## src/rtl/connect4_minimax_search.sv

```systemverilog
// Depth-limited minimax search for 7x6 Connect Four, one tree node expanded per few enabled cycles.
// An explicit per-level stack holds the board, next column to try and the running best score for that level.
module connect4_minimax_search #(
  parameter int IS_ME = 1,
  parameter int DEPTH = 3
) (
  input  logic               w_clk,
  input  logic               w_rst,
  input  logic               w_en,
  input  logic [41:0]        i_me_field,
  input  logic [41:0]        i_op_field,
  input  logic [20:0]        i_piled_array,
  output logic               o_valid,
  output logic               o_finished,
  output logic signed [15:0] o_score,
  output logic [2:0]         o_selected_col
);

  localparam int LW = $clog2(DEPTH + 2);
  localparam logic signed [15:0] WIN_SCORE = 16'sd1000;
  localparam logic signed [15:0] NEG_INF   = -16'sd32767;
  localparam logic signed [15:0] POS_INF   = 16'sd32767;
  localparam logic ROOT_ME = (IS_ME != 0);

  typedef enum logic [2:0] {IDLE, LOAD, TRY, PLACE, CHECK, RETURN, DONE} state_t;

  typedef struct packed {
    logic [41:0]        me;
    logic [41:0]        op;
    logic [20:0]        h;
    logic [2:0]         cur;
    logic signed [15:0] best;
    logic [2:0]         bcol;
    logic               anyLegal;
  } entry_t;

  function automatic logic hasFour(input logic [41:0] b);
    logic f;
    f = 1'b0;
    for (int r = 0; r < 6; r++)
      for (int c = 0; c < 4; c++)
        f |= b[r*7+c] & b[r*7+c+1] & b[r*7+c+2] & b[r*7+c+3];
    for (int r = 0; r < 3; r++)
      for (int c = 0; c < 7; c++)
        f |= b[r*7+c] & b[r*7+c+7] & b[r*7+c+14] & b[r*7+c+21];
    for (int r = 0; r < 3; r++)
      for (int c = 0; c < 4; c++)
        f |= b[r*7+c] & b[r*7+c+8] & b[r*7+c+16] & b[r*7+c+24];
    for (int r = 0; r < 3; r++)
      for (int c = 3; c < 7; c++)
        f |= b[r*7+c] & b[r*7+c+6] & b[r*7+c+12] & b[r*7+c+18];
    return f;
  endfunction

  function automatic logic [2:0] getH(input logic [20:0] h, input logic [2:0] c);
    logic [2:0] r;
    r = 3'd6;
    for (int k = 0; k < 7; k++)
      if (c == 3'(k)) r = h[k*3 +: 3];
    return r;
  endfunction

  function automatic logic [20:0] incH(input logic [20:0] h, input logic [2:0] c);
    logic [20:0] r;
    r = h;
    for (int k = 0; k < 7; k++)
      if (c == 3'(k)) r[k*3 +: 3] = h[k*3 +: 3] + 3'd1;
    return r;
  endfunction

  state_t state_q, state_d;
  entry_t stack_q [DEPTH+1];
  entry_t stack_d [DEPTH+1];
  logic [LW-1:0]      lv_q, lv_d;
  logic signed [15:0] ret_q, ret_d;
  logic               valid_q, valid_d, fin_q, fin_d;
  logic signed [15:0] score_q, score_d;
  logic [2:0]         col_q, col_d;

  entry_t     top, parent, child;
  logic       topMaxim, rootWin, childWin, atDepth, mergeEn;
  logic [2:0] topH;
  logic [41:0] placedBit;
  logic signed [15:0] mergeScore;

  // Level parity decides the mover: even levels belong to the root side.
  assign top       = stack_q[lv_q];
  assign parent    = stack_q[lv_q - LW'(1)];
  assign topMaxim  = ROOT_ME ^ lv_q[0];
  assign topH      = getH(top.h, top.cur);
  assign rootWin   = hasFour(i_me_field) | hasFour(i_op_field);
  assign childWin  = hasFour(topMaxim ? top.op : top.me);
  assign atDepth   = (lv_q == LW'(DEPTH));
  assign placedBit = 42'(1) << (int'(topH) * 7 + int'(top.cur));

  always_ff @(posedge w_clk) begin
    if (w_rst) state_q <= IDLE;
    else       state_q <= state_d;
  end

  always_comb begin
    state_d = state_q;
    if (w_en) begin
      case (state_q)
        IDLE:   state_d = LOAD;
        LOAD:   state_d = rootWin ? DONE : TRY;
        TRY: begin
          if (top.cur == 3'd7)    state_d = (lv_q == '0) ? DONE : RETURN;
          else if (topH < 3'd6)   state_d = PLACE;
        end
        PLACE:  state_d = CHECK;
        CHECK:  state_d = TRY;
        RETURN: state_d = TRY;
        DONE:   state_d = DONE;
        default: state_d = IDLE;
      endcase
    end
  end

  always_comb begin
    stack_d    = stack_q;
    lv_d       = lv_q;
    ret_d      = ret_q;
    valid_d    = valid_q;
    fin_d      = fin_q;
    score_d    = score_q;
    col_d      = col_q;
    mergeEn    = 1'b0;
    mergeScore = '0;
    child      = top;
    if (w_en) begin
      case (state_q)
        LOAD: begin
          stack_d[0] = '{me: i_me_field, op: i_op_field, h: i_piled_array, cur: 3'd0,
                         best: (ROOT_ME ? NEG_INF : POS_INF), bcol: 3'd0, anyLegal: 1'b0};
          lv_d = '0;
        end
        TRY: begin
          if (top.cur == 3'd7)  ret_d = top.anyLegal ? top.best : 16'sd0;
          else if (topH >= 3'd6) stack_d[lv_q].cur = top.cur + 3'd1;
        end
        PLACE: begin
          child.me       = topMaxim ? (top.me | placedBit) : top.me;
          child.op       = topMaxim ? top.op : (top.op | placedBit);
          child.h        = incH(top.h, top.cur);
          child.cur      = 3'd0;
          child.best     = topMaxim ? POS_INF : NEG_INF;
          child.bcol     = 3'd0;
          child.anyLegal = 1'b0;
          stack_d[lv_q + LW'(1)]  = child;
          stack_d[lv_q].anyLegal  = 1'b1;
          lv_d = lv_q + LW'(1);
        end
        CHECK: begin
          if (childWin) begin
            mergeEn    = 1'b1;
            mergeScore = topMaxim ? -WIN_SCORE : WIN_SCORE;
          end else if (atDepth) begin
            mergeEn    = 1'b1;
            mergeScore = 16'sd0;
          end
        end
        RETURN: begin
          mergeEn    = 1'b1;
          mergeScore = ret_q;
        end
        default: ;
      endcase
      // Strict comparisons keep the lowest column on ties.
      if (mergeEn) begin
        if ((!topMaxim && mergeScore > parent.best) || (topMaxim && mergeScore < parent.best)) begin
          stack_d[lv_q - LW'(1)].best = mergeScore;
          stack_d[lv_q - LW'(1)].bcol = parent.cur;
        end
        stack_d[lv_q - LW'(1)].cur = parent.cur + 3'd1;
        lv_d = lv_q - LW'(1);
      end
      if (state_d == DONE && state_q != DONE) begin
        fin_d   = 1'b1;
        valid_d = stack_d[0].anyLegal;
        score_d = stack_d[0].anyLegal ? stack_d[0].best : 16'sd0;
        col_d   = stack_d[0].anyLegal ? stack_d[0].bcol : 3'd0;
      end
    end
  end

  always_ff @(posedge w_clk) begin
    if (w_rst) begin
      for (int i = 0; i <= DEPTH; i++) stack_q[i] <= '0;
      lv_q    <= '0;
      ret_q   <= '0;
      valid_q <= 1'b0;
      fin_q   <= 1'b0;
      score_q <= '0;
      col_q   <= '0;
    end else begin
      stack_q <= stack_d;
      lv_q    <= lv_d;
      ret_q   <= ret_d;
      valid_q <= valid_d;
      fin_q   <= fin_d;
      score_q <= score_d;
      col_q   <= col_d;
    end
  end

  assign o_valid        = valid_q;
  assign o_finished     = fin_q;
  assign o_score        = score_q;
  assign o_selected_col = col_q;

endmodule

```

## config.mk

```make
export PLATFORM = sky130hd
export DESIGN_NAME = connect4_minimax_search
export DESIGN_NICKNAME = d
export VERILOG_FILES = /design/src/rtl/connect4_minimax_search.sv
export SDC_FILE = /design/constraint.sdc
export NUM_CORES = 2
export LEC_CHECK = 0
export CAP_MARGIN = 20
export CORE_ASPECT_RATIO = 2
export CORE_MARGIN = 1
export CORE_UTILIZATION = 40
export DETAILED_ROUTE_END_ITERATION = 8
export SLEW_MARGIN = 15
export SYNTH_ARGS = -nofsm -noshare
export SYNTH_HDL_FRONTEND = slang
export SYNTH_SLANG_ARGS = --single-unit
export TNS_END_PERCENT = 50
```

## constraint.sdc

```tcl
create_clock -name w_clk -period 22.2 [get_ports w_clk]
set_input_delay 4.44 -clock w_clk [delete_from_list [all_inputs] [get_ports w_clk]]
set_output_delay 4.44 -clock w_clk [all_outputs]
set_load 0.01 [all_outputs]
```

After elaboration in Yosys (flattened, before gate mapping)
Index checks and enable logic that the tools add are counted.
{"block": "totals", "reg_bits": 555, "output_inout_bits": 21, "word_cells": 1008}
{"block": "op_classes", "eq_ne": 16, "add_sub_neg": 12, "order_cmp": 10, "n_bitwise": 832, "reduce_logical": 15, "n_mul": 1, "n_mux": 86, "shifts": 1}
{"cell": "512-bit two-way mux", "count": 7}
{"cell": "512-bit bitwise mux", "count": 6}
{"cell": "128-bit demux with 2-bit select", "count": 6}
{"cell": "384-bit case mux with 2 select lines", "count": 1}
{"cell": "1-bit AND", "count": 621}
{"cell": "128-bit binary-select mux with 2-bit select", "count": 2}
{"cell": "128-bit two-way mux", "count": 4}
{"cell": "384-bit two-way mux", "count": 1}
{"cell": "128-bit case mux with 3 select lines", "count": 1}
{"cell": "1-bit OR", "count": 205}
{"cell": "42-bit two-way mux", "count": 3}
{"cell": "3-bit two-way mux", "count": 34}
{"cell": "16-bit two-way mux", "count": 6}
{"cell": "23-bit two-way mux", "count": 4}
{"cell": "42-bit OR", "count": 2}
{"cell": "1-bit by 7-bit left shift with 42-bit output, first input constant", "count": 1}
{"cell": "16-bit case mux with 2 select lines", "count": 1}
{"cell": "3-bit by 1-bit adder with 3-bit output, second input constant", "count": 10}
{"cell": "3-bit == test, second input constant", "count": 8}
{"cell": "20-bit two-way mux", "count": 1}
{"cell": "3-bit case mux with 6 select lines", "count": 1}
{"cell": "16-bit greater-than comparator", "count": 1}
{"cell": "16-bit less-than comparator", "count": 1}
{"cell": "3-bit by 2-bit == test with 1-bit output, second input constant", "count": 5}
{"cell": "23 further kinds", "count": 41}

Longest topological paths before layout
{"block": "depth", "word_depth": 89, "ltp_mapped": 37}

Least setup slack after synthesis
Ideal clock, no wire load.
{"block": "synth_path", "kind": "flip-flop to flip-flop", "start": "register lv_q[1]", "end": "register with a tool-made name", "setup_time_ns": 0.128, "arrival_time_ns": 7.313, "path_slack_ns": 14.759, "n_path_buf": 11, "t_required_ns": 22.072, "stages_incl_launch_ff": 32, "cell_sequence": "dfxtp_1 -> buf_4 -> buf_6 -> buf_4 -> buf_2 -> buf_2 -> buf_2 -> buf_2 -> buf_2 -> buf_1 -> mux4_2 -> inv_1 -> ha_1 -> clkbuf_1 -> clkbuf_1 -> o21ai_0 -> a221oi_1 -> o22ai_1 -> a22o_1 -> fa_1 -> fa_1 -> ha_1 -> a21o_1 -> a21oi_1 -> xnor2_1 -> a2bb2oi_1 -> nor2_1 -> a221o_1 -> a21oi_1 -> o21ai_0 -> a22oi_1 -> nor2_1"}
{"element": "from (decl)", "line_no": "74", "text": "logic [LW-1:0] lv_q, lv_d;"}
{"element": "from (signal assigned)", "line_no": "198", "text": "lv_q <= lv_d;"}

==> summary.txt <==
Run status
  • Outcome: completed

Timing
  • Period utilisation layout: 0.401
  • Measured slew at the worst slew-check pin: roughly 1.1 ns
  • Final worst setup slack: 13.30 ns
  • Worst clock skew: ~0.038 ns
  • Final-layout worst hold slack: 0.453 ns
  • Sum of negative setup slack: 0 ns
  • RSZ-0062 raised after global routing: false
  • Setup-failing EPs final: 0
  • Peak clock frequency supported by timing: 112 MHz
  • Fin. max-slew vios: 0
  • Final period demand of the worst path: 8.90 ns
  • Total count of hold-check failures in the final report: 0
  • Relative slew margins: 0.237

Logic synthesis
  • Number of different library cells in the post-synthesis netlist: 87
  • Flop and latch count out of synthesis: 546
  • Avg Cell Area, Syn: 8.36 sq um
  • Cell count after synthesis: 3600
  • Warnings from Yosys: 0
  • Netlist Area Pre-Place: 30100 sq um
  • List of most frequent post-synthesis cells: 648 x nand2_1, 546 x dfxtp_1, 368 x nor2_1
  • Cells taking the most area after synthesis: dfxtp_1 36%, mux4_2 8.5%, nand2_1 8.1%
  • Async S/R FF share, synth: 0
  • Most frequently used flop master after synthesis: dfxtp_1
  • Sequential cell area fraction in the yosys report: 0.363
  • Synthesized Nets: 3764
  • Post-synth EDFFs: 0
  • Most numerous cell in the Yosys netlist: nand2_1
  • Share of Yosys cell area claimed by the top area cell type: 0.363
  • Dominant cell type by area after synthesis: dfxtp_1

Drt
  • Mean routed wirelength per cell: 29.6 um
  • Via count of the routed design: around 30k
  • Antenna viol nets, final: 0
  • Drt drc: 0
  • TritonRoute pass-1 iters: 6
  • Vias per Instance: between 6 and 7
  • Final WL: roughly 130000 um
  • Initial DRC Count: 3068

Die
  • Core region area: roughly 75000 sq um
  • Number of rows created at floorplan: 142
  • Area of the die: 76400 sq um
  • Die Height: 390 um
  • Effective utilization at floorplan: 0.403
  • Die Span X: roughly 200 um
  • Boundary pin count: 129

Worst setup path
  • Worst Path Arrival: 9.47 ns
  • Data required time at the worst endpoint: about 23 ns
  • Type of the worst setup path: reg2reg
  • Maximum fanout encountered on the critical timing path: 33
  • Crit end category: register
  • Worst setup SP type: register

CTS
  • Clock net sink count: 546
  • Total number of H-tree levels: 2
  • Inserted Clock Buffers: 52
  • Total of cells resized after clock tree synthesis: 0
  • Clock tree root buffer cell: clkbuf_16
  • CTS Hold Buffers Added: 0
  • Clock-pin slew on the worst setup and hold paths: ~0.070 ns
  • Max Root-Sink Buffers: 3
  • Clock latency on the worst-skew pair: 0.66 ns
  • TritonCTS clock tree: yes
  • Post-CTS setup buffers: 0

Place
  • Final RePlAce weighted congestion: ~1.1
  • Count of input and output buffers: 128
  • Final HPWL DP: between 90000 and 100000 um
  • Worst setup timing slack at the placement stage: roughly 14 ns
  • Cell total after placement: 4420

Global routing
  • GRT overflow: 0
  • Overall routing resource usage: 0.347
  • Antenna violations before repair: 11
  • Pin count of the biggest net entering global routing: between 200 and 250
  • Vias in the first global route: 28.5k
  • Global-route wire length before repair: ~190000 um

Finish
  • Area growth from synthesis to layout: 11.8%
  • Net total in the final layout: between 3k and 4k
  • Non-filler cells, final: 4518
  • Layout cell share with drive strength beyond 1: 0.0945

Power and ir drop
  • Static leakage: 10.8 nW
  • Worst VDD drop: just under 70 uV
  • Pwr Density: 65.8 nW/um^2

Hold path
  • Hold Crit Class: reg2reg

Job
  • # Max-Cap Violations: 0
[kinds of logic after synthesis]
kind of cell    after synthesis  synth area share
compound gates             1060             0.242
xor+xnor                     18           0.00524
fa+ha+maj                    56            0.0243
buf+inv                     354            0.0497
flops                       546             0.363
mux                         228             0.124
simple gates               1338             0.191
[per-stage QoR]
| step | instance area (sq um) | util | total power (W) |
|---|---|---|---|
| 2_1_floorplan | 30100 | - | 0.00115 |
| 3_3_place_gp | 31800 | 0.427 | 0.00126 |
| 3_5_place_dp | 31800 | 0.427 | 0.00126 |
| 4_1_cts | 33600 | 0.451 | 0.00222 |
| 5_1_grt | 33700 | 0.451 | 0.00227 |
| 6_report | 33700 | 0.451 | 0.00222 |
[where the power goes]
group / switching, W / internal (W) / total, W
logic: 0.000173 / 0.0000755 / 0.000248
registers: 0.0000106 / 0.000988 / 0.000999
clock network: 0.000418 / 0.000552 / 0.000970
[worst max-delay path, cell delays in order, from the launching register on]
cell and delay (ns):
dfxtp_4 0.74, mux2_2 0.39, o21ai_0 0.61, inv_1 0.31
ha_1 0.49, a21oi_1 0.20, a21oi_1 0.06, nor2_1 0.13
a21oi_1 0.06, a21oi_1 0.31, nand2b_1 0.09, a21oi_1 0.22
a221o_1 0.27, fa_1 0.45, fa_1 0.55, inv_1 0.06
fa_1 0.39, xor2_1 0.51, nand2_1 0.24, nor2_2 0.83
nand2_1 0.28, a31oi_1 0.85, a22o_1 0.49, a22oi_1 0.12
nor2_1 0.11
[layout make-up]
cell class	count	area, sq um
Antenna cell	5	12.5
Clock buffer	73	1500
Inverter	53	200
Clock inverter	16	274
Fill cell	7441	41000
Tap cell	936	1170
Sequential cell	546	10900
Multi-Input combinational cell	2700	17800
Timing Repair Buffer	189	1760
[metal layers]
metal	part of all wire	track usage	vias to the layer above
li1	-	-	13093
met1	0.34	0.363	14527
met2	0.49	0.591	1542
met3	0.071	0.0608	549
met4	0.11	0.313	6
met5	0.00029	0	-
[placed cells by master, fill, tap and decap left out, types with 16 or more instances in the layout]
master           synthesis  final
nand2_1                648    646
dfxtp_1                546    544
nor2_1                 368    360
a21oi_1                278    277
a211oi_1               188    188
a22oi_1                144    144
clkdlybuf4s50_1          0    126
mux4_2                 113    113
o21ai_0                104    103
mux2i_1                100    100
nand3_1                103    100
a22o_1                  80     80
buf_4                   14     56
clkbuf_16                0     54
ha_1                    52     52
inv_1                   50     50
a31oi_1                 50     49
nand4_1                 37     37
o2111ai_1               31     31
and2_1                  30     30
o211ai_1                29     29
nor2b_1                 29     29
o21a_1                  24     24
nand3b_1                24     24
nor3_1                  29     23
or2_2                   16     16
[worst paths after layout]
path | from | to | slack [ns] | cells after the start
max reg2reg | lv_q[1] | register | 13.30 | 24
max | lv_q[1] | register | 13.30 | 24
min | register | register | 0.45 | 2
min reg2reg | register | register | 0.45 | 2
(Power assumes the default switching activity.)
